--- src/rtl/fetch_pkg.sv ---
// Shared types and constants for the instruction-fetch stage.
package fetch_pkg;

  typedef enum logic [1:0] {
    IDLE = 2'd0,
    REQ  = 2'd1,
    WAIT = 2'd2
  } fetch_state_e;

  localparam logic [31:0] DEFAULT_NOP_INSTR = 32'h0000_0000;
  localparam logic [31:0] PC_STEP           = 32'd4;

  typedef struct packed {
    logic [31:0] instr;
    logic [31:0] pc_plus4;
    logic        valid;
  } ifid_t;

  // A bubble keeps the previous PC+4 so Decode still sees a sensible link value.
  function automatic ifid_t make_bubble(input logic [31:0] nop, input logic [31:0] pc_plus4);
    ifid_t b;
    b.instr    = nop;
    b.pc_plus4 = pc_plus4;
    b.valid    = 1'b0;
    return b;
  endfunction

endpackage

--- src/rtl/fetch_hold_buf.sv ---
// One-entry buffer that parks a fetched word while Decode is stalled.
module fetch_hold_buf
  import fetch_pkg::*;
(
  input  logic  clk,
  input  logic  rst,
  input  logic  load,
  input  logic  drain,
  input  logic  clear,
  input  ifid_t load_data,
  output logic  hold_valid,
  output ifid_t hold_data
);

  logic  valid_reg;
  ifid_t data_reg;

  // Clear wins over load: a redirect squashes whatever was arriving.
  always_ff @(posedge clk or posedge rst) begin
    if (rst) begin
      valid_reg <= 1'b0;
      data_reg  <= '0;
    end else if (clear) begin
      valid_reg <= 1'b0;
    end else if (load) begin
      valid_reg <= 1'b1;
      data_reg  <= load_data;
    end else if (drain) begin
      valid_reg <= 1'b0;
    end
  end

  assign hold_valid = valid_reg;
  assign hold_data  = data_reg;

endmodule

--- src/rtl/fetch_stage.sv ---
// IF stage: PC, imem request FSM, hold buffer and IF/ID register.
// Optional macro DELAY_SLOT_EN selects MIPS branch-delay-slot semantics instead of squashing.
module fetch_stage
  import fetch_pkg::*;
#(
  parameter logic [31:0] RESET_PC  = 32'h0000_0000,
  parameter logic [31:0] NOP_INSTR = DEFAULT_NOP_INSTR
) (
  input  logic        clk,
  input  logic        rst,
  input  logic        stall_F_n,
  input  logic        stall_D_n,
  input  logic        pc_src_D,
  input  logic [31:0] pc_branch_D,
  output logic        imem_req,
  output logic [31:0] imem_addr,
  input  logic        imem_ready,
  input  logic [31:0] imem_rdata,
  output logic [31:0] instr_D,
  output logic [31:0] pc_plus4_D,
  output logic        valid_D,
  output logic        fetch_busy
);

  fetch_state_e state_reg, state_next;
  logic [31:0]  pc_reg, pc_next;
  logic [31:0]  wait_addr_reg;
  logic         kill_reg, kill_next;
  ifid_t        ifid_reg, ifid_next;

  logic         hold_valid;
  ifid_t        hold_data;
  logic         hold_load, hold_drain, hold_clear;

  logic         accept;
  logic         outstanding;
  logic         redirect;
  logic [31:0]  addr_plus4;
  ifid_t        fetched;
  ifid_t        bubble;

  fetch_hold_buf u_hold (
    .clk        (clk),
    .rst        (rst),
    .load       (hold_load),
    .drain      (hold_drain),
    .clear      (hold_clear),
    .load_data  (fetched),
    .hold_valid (hold_valid),
    .hold_data  (hold_data)
  );

  // Request side: in WAIT the address comes from a frozen copy, since pc_reg
  // may already have moved to a redirect target.
  always_comb begin
    imem_req  = 1'b0;
    imem_addr = pc_reg;
    case (state_reg)
      REQ: begin
        imem_req = stall_F_n & ~hold_valid;
      end
      WAIT: begin
        imem_req  = 1'b1;
        imem_addr = wait_addr_reg;
      end
      default: begin
        imem_req = 1'b0;
      end
    endcase
  end

  assign accept      = imem_req & imem_ready;
  assign outstanding = imem_req & ~imem_ready;
  assign redirect    = pc_src_D & stall_D_n;
  assign fetch_busy  = outstanding;
  assign addr_plus4  = imem_addr + PC_STEP;
  assign fetched     = '{instr: imem_rdata, pc_plus4: addr_plus4, valid: 1'b1};
  assign bubble      = make_bubble(NOP_INSTR, ifid_reg.pc_plus4);

  always_comb begin
    state_next = state_reg;
    case (state_reg)
      IDLE:    state_next = REQ;
      REQ:     state_next = outstanding ? WAIT : REQ;
      WAIT:    state_next = imem_ready ? REQ : WAIT;
      default: state_next = IDLE;
    endcase
  end

`ifdef DELAY_SLOT_EN
  logic        redir_valid_reg, redir_valid_next;
  logic [31:0] redir_target_reg, redir_target_next;

  always_comb begin
    pc_next           = pc_reg;
    kill_next         = kill_reg;
    ifid_next         = ifid_reg;
    hold_load         = 1'b0;
    hold_drain        = 1'b0;
    hold_clear        = 1'b0;
    redir_valid_next  = redir_valid_reg;
    redir_target_next = redir_target_reg;
    if (redirect) begin
      hold_clear = 1'b1;
      if (accept) begin
        pc_next          = pc_branch_D;
        ifid_next        = fetched;
        redir_valid_next = 1'b0;
      end else if (hold_valid) begin
        pc_next          = pc_branch_D;
        ifid_next        = hold_data;
        redir_valid_next = 1'b0;
      end else begin
        // Slot word not yet accepted: remember the target until it arrives.
        ifid_next         = bubble;
        redir_valid_next  = 1'b1;
        redir_target_next = pc_branch_D;
      end
    end else if (accept) begin
      pc_next          = redir_valid_reg ? redir_target_reg : addr_plus4;
      redir_valid_next = 1'b0;
      if (stall_D_n) ifid_next = fetched;
      else           hold_load = 1'b1;
    end else if (stall_D_n) begin
      if (hold_valid) begin
        ifid_next  = hold_data;
        hold_drain = 1'b1;
      end else begin
        ifid_next = bubble;
      end
    end
  end

  always_ff @(posedge clk or posedge rst) begin
    if (rst) begin
      redir_valid_reg  <= 1'b0;
      redir_target_reg <= RESET_PC;
    end else begin
      redir_valid_reg  <= redir_valid_next;
      redir_target_reg <= redir_target_next;
    end
  end
`else
  always_comb begin
    pc_next    = pc_reg;
    kill_next  = kill_reg;
    ifid_next  = ifid_reg;
    hold_load  = 1'b0;
    hold_drain = 1'b0;
    hold_clear = 1'b0;
    if (redirect) begin
      // Any request that cannot be withdrawn this cycle must have its data dropped later.
      pc_next    = pc_branch_D;
      ifid_next  = bubble;
      hold_clear = 1'b1;
      kill_next  = outstanding;
    end else if (accept && kill_reg) begin
      kill_next = 1'b0;
      if (stall_D_n) ifid_next = bubble;
    end else if (accept) begin
      pc_next = addr_plus4;
      if (stall_D_n) ifid_next = fetched;
      else           hold_load = 1'b1;
    end else if (stall_D_n) begin
      if (hold_valid) begin
        ifid_next  = hold_data;
        hold_drain = 1'b1;
      end else begin
        ifid_next = bubble;
      end
    end
  end
`endif

  always_ff @(posedge clk or posedge rst) begin
    if (rst) begin
      state_reg     <= IDLE;
      pc_reg        <= RESET_PC;
      wait_addr_reg <= RESET_PC;
      kill_reg      <= 1'b0;
      ifid_reg      <= '{instr: NOP_INSTR, pc_plus4: 32'h0, valid: 1'b0};
    end else begin
      state_reg <= state_next;
      pc_reg    <= pc_next;
      kill_reg  <= kill_next;
      ifid_reg  <= ifid_next;
      if (state_reg == REQ) wait_addr_reg <= pc_reg;
    end
  end

  assign instr_D    = ifid_reg.instr;
  assign pc_plus4_D = ifid_reg.pc_plus4;
  assign valid_D    = ifid_reg.valid;

endmodule

--- config.mk ---
export PLATFORM = sky130hd
export DESIGN_NAME = fetch_stage
export DESIGN_NICKNAME = d
export VERILOG_FILES = /design/src/rtl/fetch_pkg.sv /design/src/rtl/fetch_hold_buf.sv /design/src/rtl/fetch_stage.sv
export SDC_FILE = /design/constraint.sdc
export NUM_CORES = 1
export LEC_CHECK = 0
export CAP_MARGIN = 30
export CORE_ASPECT_RATIO = 1.5
export CORE_MARGIN = 3
export CORE_UTILIZATION = 50
export CTS_CLUSTER_DIAMETER = 150
export CTS_CLUSTER_SIZE = 28
export DETAILED_ROUTE_END_ITERATION = 10
export PLACE_DENSITY_LB_ADDON = 0.2
export SLEW_MARGIN = 15
export SYNTH_ARGS = -nofsm -noshare
export SYNTH_HDL_FRONTEND = slang
export SYNTH_SLANG_ARGS = --single-unit
--- constraint.sdc ---
create_clock -name clk -period 7.8 [get_ports clk]
set_clock_uncertainty 0.15 [all_clocks]
set_input_delay 1.17 -clock clk [delete_from_list [all_inputs] [get_ports clk]]
set_output_delay 1.17 -clock clk [all_outputs]
set_load 0.03 [all_outputs]
# Word level (Yosys, flattened, before mapping)
# Cells that the tools add are included.
# Widths: inputs -> output; s select.
[totals]
in_bits = 70
regBits = 198
[classes]
n_eq_ne = 3
mux = 30
reduce_logical = 10
bitwise = 9
n_addsub = 1
[ops]
columns = ["operator", "n"]
rows = [
  ["$mux 65", 7],
  ["$mux 32", 4],
  ["$add 32x3->32 const B", 1],
  ["$mux 1", 15],
  ["$reduce_bool 2->1", 4],
  ["$pmux 2 s3", 1],
  ["$not 1->1", 5],
  ["$and 1x1->1", 4],
  ["$mux 2", 2],
  ["$reduce_and 2->1", 2],
  ["$reduce_and 4->1", 1],
  ["$reduce_bool 3->1", 1],
  ["$eq 2x1->1 const B", 1],
  ["$eq 2x2->1 const B", 1],
  ["$logic_not 2->1", 1],
  ["$ne 2x2->1 const B", 1],
  ["$pmux 1 s2", 1],
  ["$logic_and 1x1->1", 1],
]

# Logic depth before layout (Yosys ltp)
# Gate-level depths: netlist of run 1.
[depth]
ltp_word = 10
depth_mapped = 14
ltp_nobuf = 10

# Hierarchy
# A second synthesis of run 1 with hierarchy kept.
[unflattened]
hier_cells = 964
area_unflattened_um2 = 10072.2
[modules_own_cells]
columns = ["mod", "n_inst", "cells_per_inst", "area_each_um2"]
rows = [
  ["fetch_stage", 1, 821, 7340.8],
  ["fetch_hold_buf", 1, 143, 2731.4],
]

# Worst setup path after synthesis of run 1
# No wires, ideal clock.
[synth_timing]
path_type = "reg-to-reg"
from = "register state_reg[0]"
to = "register ifid_reg (netlist bit pc_plus4_D[30])"
slack_ns = 4.501
synth_period_minus_slack_ns = 3.299
stages_incl_launch_ff = 15
arrival_ns = 3.027
cell_sequence = "dfrtp_1 inv_1 ha_1 buf_2 buf_4 buf_4 buf_2 mux2_2 ha_1 inv_1 a211oi_2 nand3_2 or3_4 nand3_1 a21oi_1"
[synth_between]
elab_chain_len = 6
[synth_rtl]
columns = ["item", "line", "source"]
rows = [
  ["start, declared", "fetch_stage.sv:25", "fetch_state_e state_reg, state_next;"],
  ["start signal, assigned", "fetch_stage.sv:183", "state_reg <= state_next;"],
  ["$eq 2x2->1", "fetch_stage.sv:58", "case (state_reg)"],
  ["$mux 32", "fetch_stage.sv:58", ""],
  ["net imem_addr[2]", "fetch_stage.sv:16", "output logic [31:0] imem_addr,"],
  ["$add 32x3->32", "fetch_stage.sv:76", "assign addr_plus4 = imem_addr + PC_STEP;"],
  ["$mux 65", "fetch_stage.sv:162", "if (stall_D_n) ifid_next = fetched;"],
  ["$mux 65", "fetch_stage.sv:160", "end else if (accept) begin"],
  ["$mux 65", "fetch_stage.sv:157", "end else if (accept && kill_reg) begin"],
  ["end signal, assigned", "fetch_stage.sv:181", "ifid_reg <= '{instr: NOP_INSTR, pc_plus4: 32'h0, valid: 1'b0};"],
  ["end signal, assigned", "fetch_stage.sv:186", "ifid_reg <= ifid_next;"],
  ["end, declared", "fetch_stage.sv:29", "ifid_t ifid_reg, ifid_next;"],
]
# The timed path passes the listed nets, and every way through them passes these cells. The select of a mux whose other input is x is not followed.
# A chain may end at the register's enable or synchronous reset.

# Worst setup path after layout of run 1
[layout_timing]
from = "register state_reg[0]"
to = "output imem_addr[12]"
[layout_between]
elab_chain_len = 2
[layout_rtl]
columns = ["item", "line"]
rows = [
  ["$eq 2x2->1", "fetch_stage.sv:58"],
  ["$mux 32", "fetch_stage.sv:58"],
  ["end, declared", "fetch_stage.sv:16"],
]
# Every way passes these cells.

==> impl_metrics.env, run 1 <==
export IMPL_holdCritPathClass="reg -> reg"
export IMPL_synth_edf_count=0
export IMPL_die_w_microns=120
export IMPL_synth_fp_nets=1136
export IMPL_ctsResizeCount=0
export IMPL_cts_buffers=17
export IMPL_crit_family="buffers and inverters"
export IMPL_post_cts_buffers=0
export IMPL_multi_input_area_sq_mm=0.00425
export IMPL_crit_fanout=43
export IMPL_synthArstFlopShare_pct=100
export IMPL_fin_nets=1262
export IMPL_cp_start_kind="flip-flop"
export IMPL_clk_path_buf_depth=2
export IMPL_cts_tree="done"
export IMPL_clock_sinks=198
export IMPL_num_vias=8203
export IMPL_dominantRegCellSynth="dfrtp_1"
export IMPL_fin_crit_ns=4.63
export IMPL_detail_route_antenna_nets=0
export IMPL_drc=0
export IMPL_core_sq_mm=0.0189
export IMPL_pin_count=169
export IMPL_rsz0062_at_grt="no"
export IMPL_grtUsageMet1_pct=32.5
export IMPL_critPathCaptureType="primary output"
export IMPL_grt_max_degree=140
export IMPL_crit_required_ns=6.48
export IMPL_slew_violations=0
export IMPL_clk_insertion_delay_late_ns=0.44
export IMPL_crit_path_frequent_cell="inv_1"
export IMPL_place_congestion=0.883
export IMPL_arrival_ns=3.31
export IMPL_wirelength_mm=25.7
export IMPL_pre_cts_ws_ns=3.39
export IMPL_crit_buf_inv=4
export IMPL_syn_area_per_cell_sq_um=9.17
export IMPL_finalSetupViolCount=0
export IMPL_hpwlAfterDp_mm=17.5
export IMPL_synth_cell_type_count=51
export IMPL_register_area_sq_mm=0.00495
export IMPL_area_delta_synth_final_pct=25.0
export IMPL_cp_cell_sequence="inv_1 > ha_2 > buf_4 > mux2i_1 > inv_1 > clkdlybuf4s50_1"
export IMPL_setup_tns_ns=0
export IMPL_dieHeight_microns=177
export IMPL_grt_util_met2_pct=41.4
export IMPL_fmax_mhz=216
export IMPL_placed_cell_area_sq_mm=0.0116
export IMPL_slowest_stage="ha_2"
export IMPL_tightest_slew_ns=0.955
export IMPL_grt_total_usage_pct=24.7
export IMPL_vias_per_cell=5.65
export IMPL_grt_pass1_wl_mm=42.2
export IMPL_grt_met3_usage_pct=3.93
export IMPL_timing_hold_ws_ns=0.326
export IMPL_first_pass_iters=6
export IMPL_netlist_area_sq_mm=0.00973
export IMPL_ys_warn_count=0
export IMPL_netlist_instances=1061
export IMPL_synth_seq_cells=198
export IMPL_cp_slowest_stage_delay_ns=0.62
export IMPL_io_buffers=168
export IMPL_crit_type="reg -> out"
export IMPL_maxCapViolations=0
export IMPL_root_buffer="clkbuf_16"
export IMPL_diodes=0
export IMPL_outcome="completed"
export IMPL_drt_iter0_markers=799
export IMPL_clk_pin_slew_ns=0.07
export IMPL_hold_buffers=0
export IMPL_grt_overflow_total=0
export IMPL_worst_slack_ns=3.17
export IMPL_drive_gt1_share_pct=9.42
export IMPL_slew_limit_headroom_pct=36.3
export IMPL_initial_core_util_pct=51.6
export IMPL_num_rows=61
export IMPL_dieArea_sq_mm=0.0212
export IMPL_grt_pass1_vias=8025
export IMPL_largest_reg_flops=65
export IMPL_finalHoldViolations=0
export IMPL_fin_area_sq_mm=0.0122
export IMPL_antenna_found_initial=0
export IMPL_vdd_drop_max_mv=0.270
export IMPL_yosysSeqAreaShare_pct=50.9
export IMPL_cts_max_level=4
export IMPL_top_usage_layer="met2"
export IMPL_avgRoutedWirePerCell_microns=17.7
export IMPL_fillerInstances=1619
export IMPL_p_leak_uw=0.00509
export IMPL_period_share_pct=59.3
export IMPL_power_density_mw_per_mm2=392
kinds of logic after synthesis:
logic type,count (synthesis),synth area share (%)
and+or+nand+nor,416,19.9
AOI/OAI and AO/OA,225,13.9
DFF,198,50.9
buffers and inverters,132,5.60
muxes,63,7.08
xor gates and xnor gates,22,1.98
adders and majority gates,5,0.643
power breakdown:
| group | internal, uW | switching [uW] | total (uW) |
|---|---|---|---|
| logic | 866 | 1270 | 2140 |
| registers | 1450 | 313 | 1760 |
| clock network | 450 | 420 | 869 |
routing by layer:
metal  up-vias  share of wire, %
met3        43               5.0
met1      3983                42
met4         0               2.4
li1       3902                 -
met2       275                50
met5         -                 0
cell usage after synthesis (3+ instances only):
library cell    n  share of area, %
a21oi_1        80               4.1
clkbuf_1       57               2.2
buf_4           4              0.31
inv_1          55               2.1
mux2_2         47               5.4
nand4b_1        6              0.54
nand3_1        54               2.8
ha_1            5              0.64
a22oi_1         7              0.54
nand3b_1        7              0.54
nand4_1        16               1.0
o211ai_1       10              0.77
o22ai_1        33               2.1
nor3b_1        31               2.4
nand2_1       231               8.9
o21ai_1         5              0.26
nor2_1         53               2.0
and2_1          3              0.19
mux2i_1        16               1.6
o21ai_0        37               1.9
xnor2_1        20               1.8
o21a_1          3              0.23
a31oi_1        34               2.2
buf_2          13              0.67
dfrtp_1       198                51
nand2b_1        3              0.19
worst min-delay path, cell delays in order (launching register included):
cell,delay [ns]
dfrtp_1,0.34
nand2_1,0.05
nand2_1,0.06
through the flow:
step | std cells | total power, uW | utilization (%)
4_1_cts | 1451 | 4780 | 64.4
2_1_floorplan | 1061 | 3120 | -
6_report | 1452 | 4770 | 64.5
5_1_grt | 1452 | 5060 | 64.5
3_5_place_dp | 1419 | 3900 | 61.4
3_3_place_gp | 1416 | 3840 | 61.0
layout by cell type, fill, tap and decap left out, types with 3 or more instances in the layout:
cell type	synthesis	routed
a21oi_1	80	80
a22oi_1	7	7
a31oi_1	34	34
buf_16	0	3
buf_4	4	12
clkbuf_16	0	17
clkdlybuf4s50_1	0	168
clkinv_4	0	4
clkinvlp_4	0	4
dfrtp_1	198	198
ha_1	5	4
inv_1	55	54
inv_6	0	3
inv_8	0	3
mux2_2	47	47
mux2i_1	16	16
nand2_1	231	231
nand2b_1	3	3
nand3_1	54	54
nand3b_1	7	7
nand4_1	16	16
nand4b_1	6	6
nor2_1	53	51
nor3b_1	31	31
o211ai_1	10	10
o21a_1	3	3
o21ai_0	37	37
o21ai_1	5	4
o22ai_1	33	33
xnor2_1	20	20
final cells by class:
cell class	count	area share [%]
inverters	55	1.76
well taps	252	2.59
repair buffers	184	15.3
clock buffers	18	3.53
clock inverters	14	1.18
flip-flops and latches	198	40.7
multi-input cells	731	34.9
final timing paths:
check,startpoint,end,slack (ns),cells past startpoint
setup / recovery,state_reg[0],imem_addr[12],3.17,6
hold / removal,u_hold.hold_data[59],u_hold.hold_data[59],0.33,2
setup reg to reg,state_reg[0],u_hold.hold_data[21],3.99,8
hold reg to reg,u_hold.hold_data[59],u_hold.hold_data[59],0.33,2
max in group asynchronous,rst,u_hold.hold_data[34],5.59,3
min in group asynchronous,rst,u_hold.hold_data[2],0.91,2
(Power assumes the default switching activity.)
==> run 2: changes to the inputs <==
==> constraint.sdc (replaced) <==
create_clock -name clk -period 4.5 [get_ports clk]
set_clock_uncertainty 0.15 [all_clocks]
set_input_delay 0.675 -clock clk [delete_from_list [all_inputs] [get_ports clk]]
set_output_delay 0.675 -clock clk [all_outputs]
set_load 0.03 [all_outputs]
==> impl_metrics.env, run 2 (synthesis results as in run 1) <==
export IMPL_num_rows=61
export IMPL_p_int_uw=4810
export IMPL_final_common_cell="nand2_1"
export IMPL_final_cell_mix="nand2_1, dfrtp_1, clkdlybuf4s50_1, a21oi_1"
export IMPL_fin_crit_ns=3.93
export IMPL_swShare_pct=41.7
export IMPL_grt_total_usage_pct=25.0
export IMPL_fin_nets=1269
export IMPL_drt_iter0_markers=745
export IMPL_grt_pass1_vias=8115
export IMPL_setup_tns_ns=0
export IMPL_cts_max_level=4
export IMPL_clk_insertion_delay_late_ns=0.43
export IMPL_initial_core_util_pct=51.6
export IMPL_fillerInstances=1615
export IMPL_tightest_slew_ns=0.975
export IMPL_detail_route_antenna_nets=0
export IMPL_num_vias=8285
export IMPL_crit_fanout=38
export IMPL_maxCapViolations=0
export IMPL_rsz0062_at_grt="no"
export IMPL_comb_power_share_pct=45.2
export IMPL_crit_required_ns=3.67
export IMPL_power_density_mw_per_mm2=677
export IMPL_wirelength_mm=26.2
export IMPL_drc=0
export IMPL_cp_start_kind="flip-flop"
export IMPL_grt_max_degree=111
export IMPL_multi_input_area_sq_mm=0.00425
export IMPL_period_share_pct=87.4
export IMPL_cts_buffers=17
export IMPL_register_area_sq_mm=0.00495
export IMPL_clk_pin_slew_ns=0.07
export IMPL_p_sw_uw=3440
export IMPL_fmax_mhz=254
export IMPL_area_delta_synth_final_pct=25.1
export IMPL_p_leak_uw=0.00510
export IMPL_io_buffers=168
export IMPL_pwr_share_seq_pct=37.0
export IMPL_die_w_microns=120
export IMPL_pre_cts_ws_ns=0.973
export IMPL_pin_count=169
export IMPL_root_buffer="clkbuf_16"
export IMPL_finalHoldViolations=0
export IMPL_clk_path_buf_depth=2
export IMPL_slew_violations=0
export IMPL_finalSetupViolCount=0
export IMPL_first_pass_iters=5
export IMPL_place_congestion=0.879
export IMPL_critPathCaptureType="primary output"
export IMPL_holdCritPathClass="reg -> reg"
export IMPL_post_cts_buffers=0
export IMPL_cts_tree="done"
export IMPL_crit_type="reg -> out"
export IMPL_outcome="completed"
export IMPL_arrival_ns=3.11
export IMPL_core_sq_mm=0.0189
export IMPL_drive_gt1_share_pct=9.78
export IMPL_clock_sinks=198
export IMPL_grt_pass1_wl_mm=42.6
export IMPL_pwr_share_clk_pct=17.8
export IMPL_antenna_found_initial=0
export IMPL_avgRoutedWirePerCell_microns=18.0
export IMPL_hold_buffers=0
export IMPL_diodes=0
export IMPL_grt_overflow_total=0
export IMPL_worst_slack_ns=0.567
export IMPL_dieArea_sq_mm=0.0212
export IMPL_largest_reg_flops=65
export IMPL_dieHeight_microns=177
export IMPL_ctsResizeCount=0
export IMPL_slew_limit_headroom_pct=35.0
export IMPL_vdd_drop_max_mv=0.386
export IMPL_vias_per_cell=5.68
export IMPL_hpwlAfterDp_mm=18.0
==> run 2: area by class of cell <==
class	count	area share (%)
repair buffers	191	15.4
inverters	55	1.73
clock inverters	11	0.843
clock buffers	21	3.78
flip-flops and latches	198	40.7
well taps	252	2.59
multi-input cells	731	34.9
==> run 2: routing by layer <==
| metal | share of wire [%] | up-vias | track usage [%] |
|---|---|---|---|
| met5 | 0 | - | 0 |
| met4 | 2.5 | 0 | 8.55 |
| met3 | 4.9 | 36 | 4.03 |
| met2 | 50 | 271 | 41.8 |
| met1 | 42 | 4058 | 33.3 |
| li1 | - | 3920 | - |
==> run 2: stage by stage <==
stage          utilization [%]  instances  total power, uW  area, sq um  hold slack, ns
2_1_floorplan                -       1061             5410         9740           0.279
3_3_place_gp              61.6       1427             6700        11600           0.296
3_5_place_dp              61.6       1427             6790        11600           0.312
4_1_cts                   64.6       1459             8270        12200           0.330
5_1_grt                   64.6       1459             8740        12200           0.343
6_report                  64.6       1459             8240        12200           0.326
==> run 2: power by group through the flow <==
| stage | Sequential [uW] | Combinational (uW) | Clock (uW) |
|---|---|---|---|
| 4_1_cts | 3040 | 3740 | 1500 |
| 6_report | 3050 | 3730 | 1470 |
| 3_3_place_gp | 3040 | 3670 | 0 |
| 3_5_place_dp | 3070 | 3720 | 0 |
| 5_1_grt | 3140 | 4040 | 1560 |
| 2_1_floorplan | 3270 | 2140 | 0 |
==> run 2: path summary, 6_finish.rpt <==
check | slack [ns] | startpoint | cells past startpoint | end
setup / recovery | 0.57 | state_reg[0] | 6 | imem_addr[12]
hold / removal | 0.33 | u_hold.hold_data[39] | 2 | u_hold.hold_data[39]
setup reg to reg | 0.94 | state_reg[0] | 10 | pc_plus4_D[22]
hold reg to reg | 0.33 | u_hold.hold_data[39] | 2 | u_hold.hold_data[39]
max in group asynchronous | 2.56 | rst | 3 | u_hold.hold_data[23]
min in group asynchronous | 0.59 | rst | 2 | pc_plus4_D[7]
==> run 2: critical path, cell delays in order, from the launching register on <==
cell             delay, ns
dfrtp_1               0.41
inv_1                 0.10
ha_2                  0.69
buf_4                 0.31
mux2i_1               0.45
inv_1                 0.10
clkdlybuf4s50_1       0.61
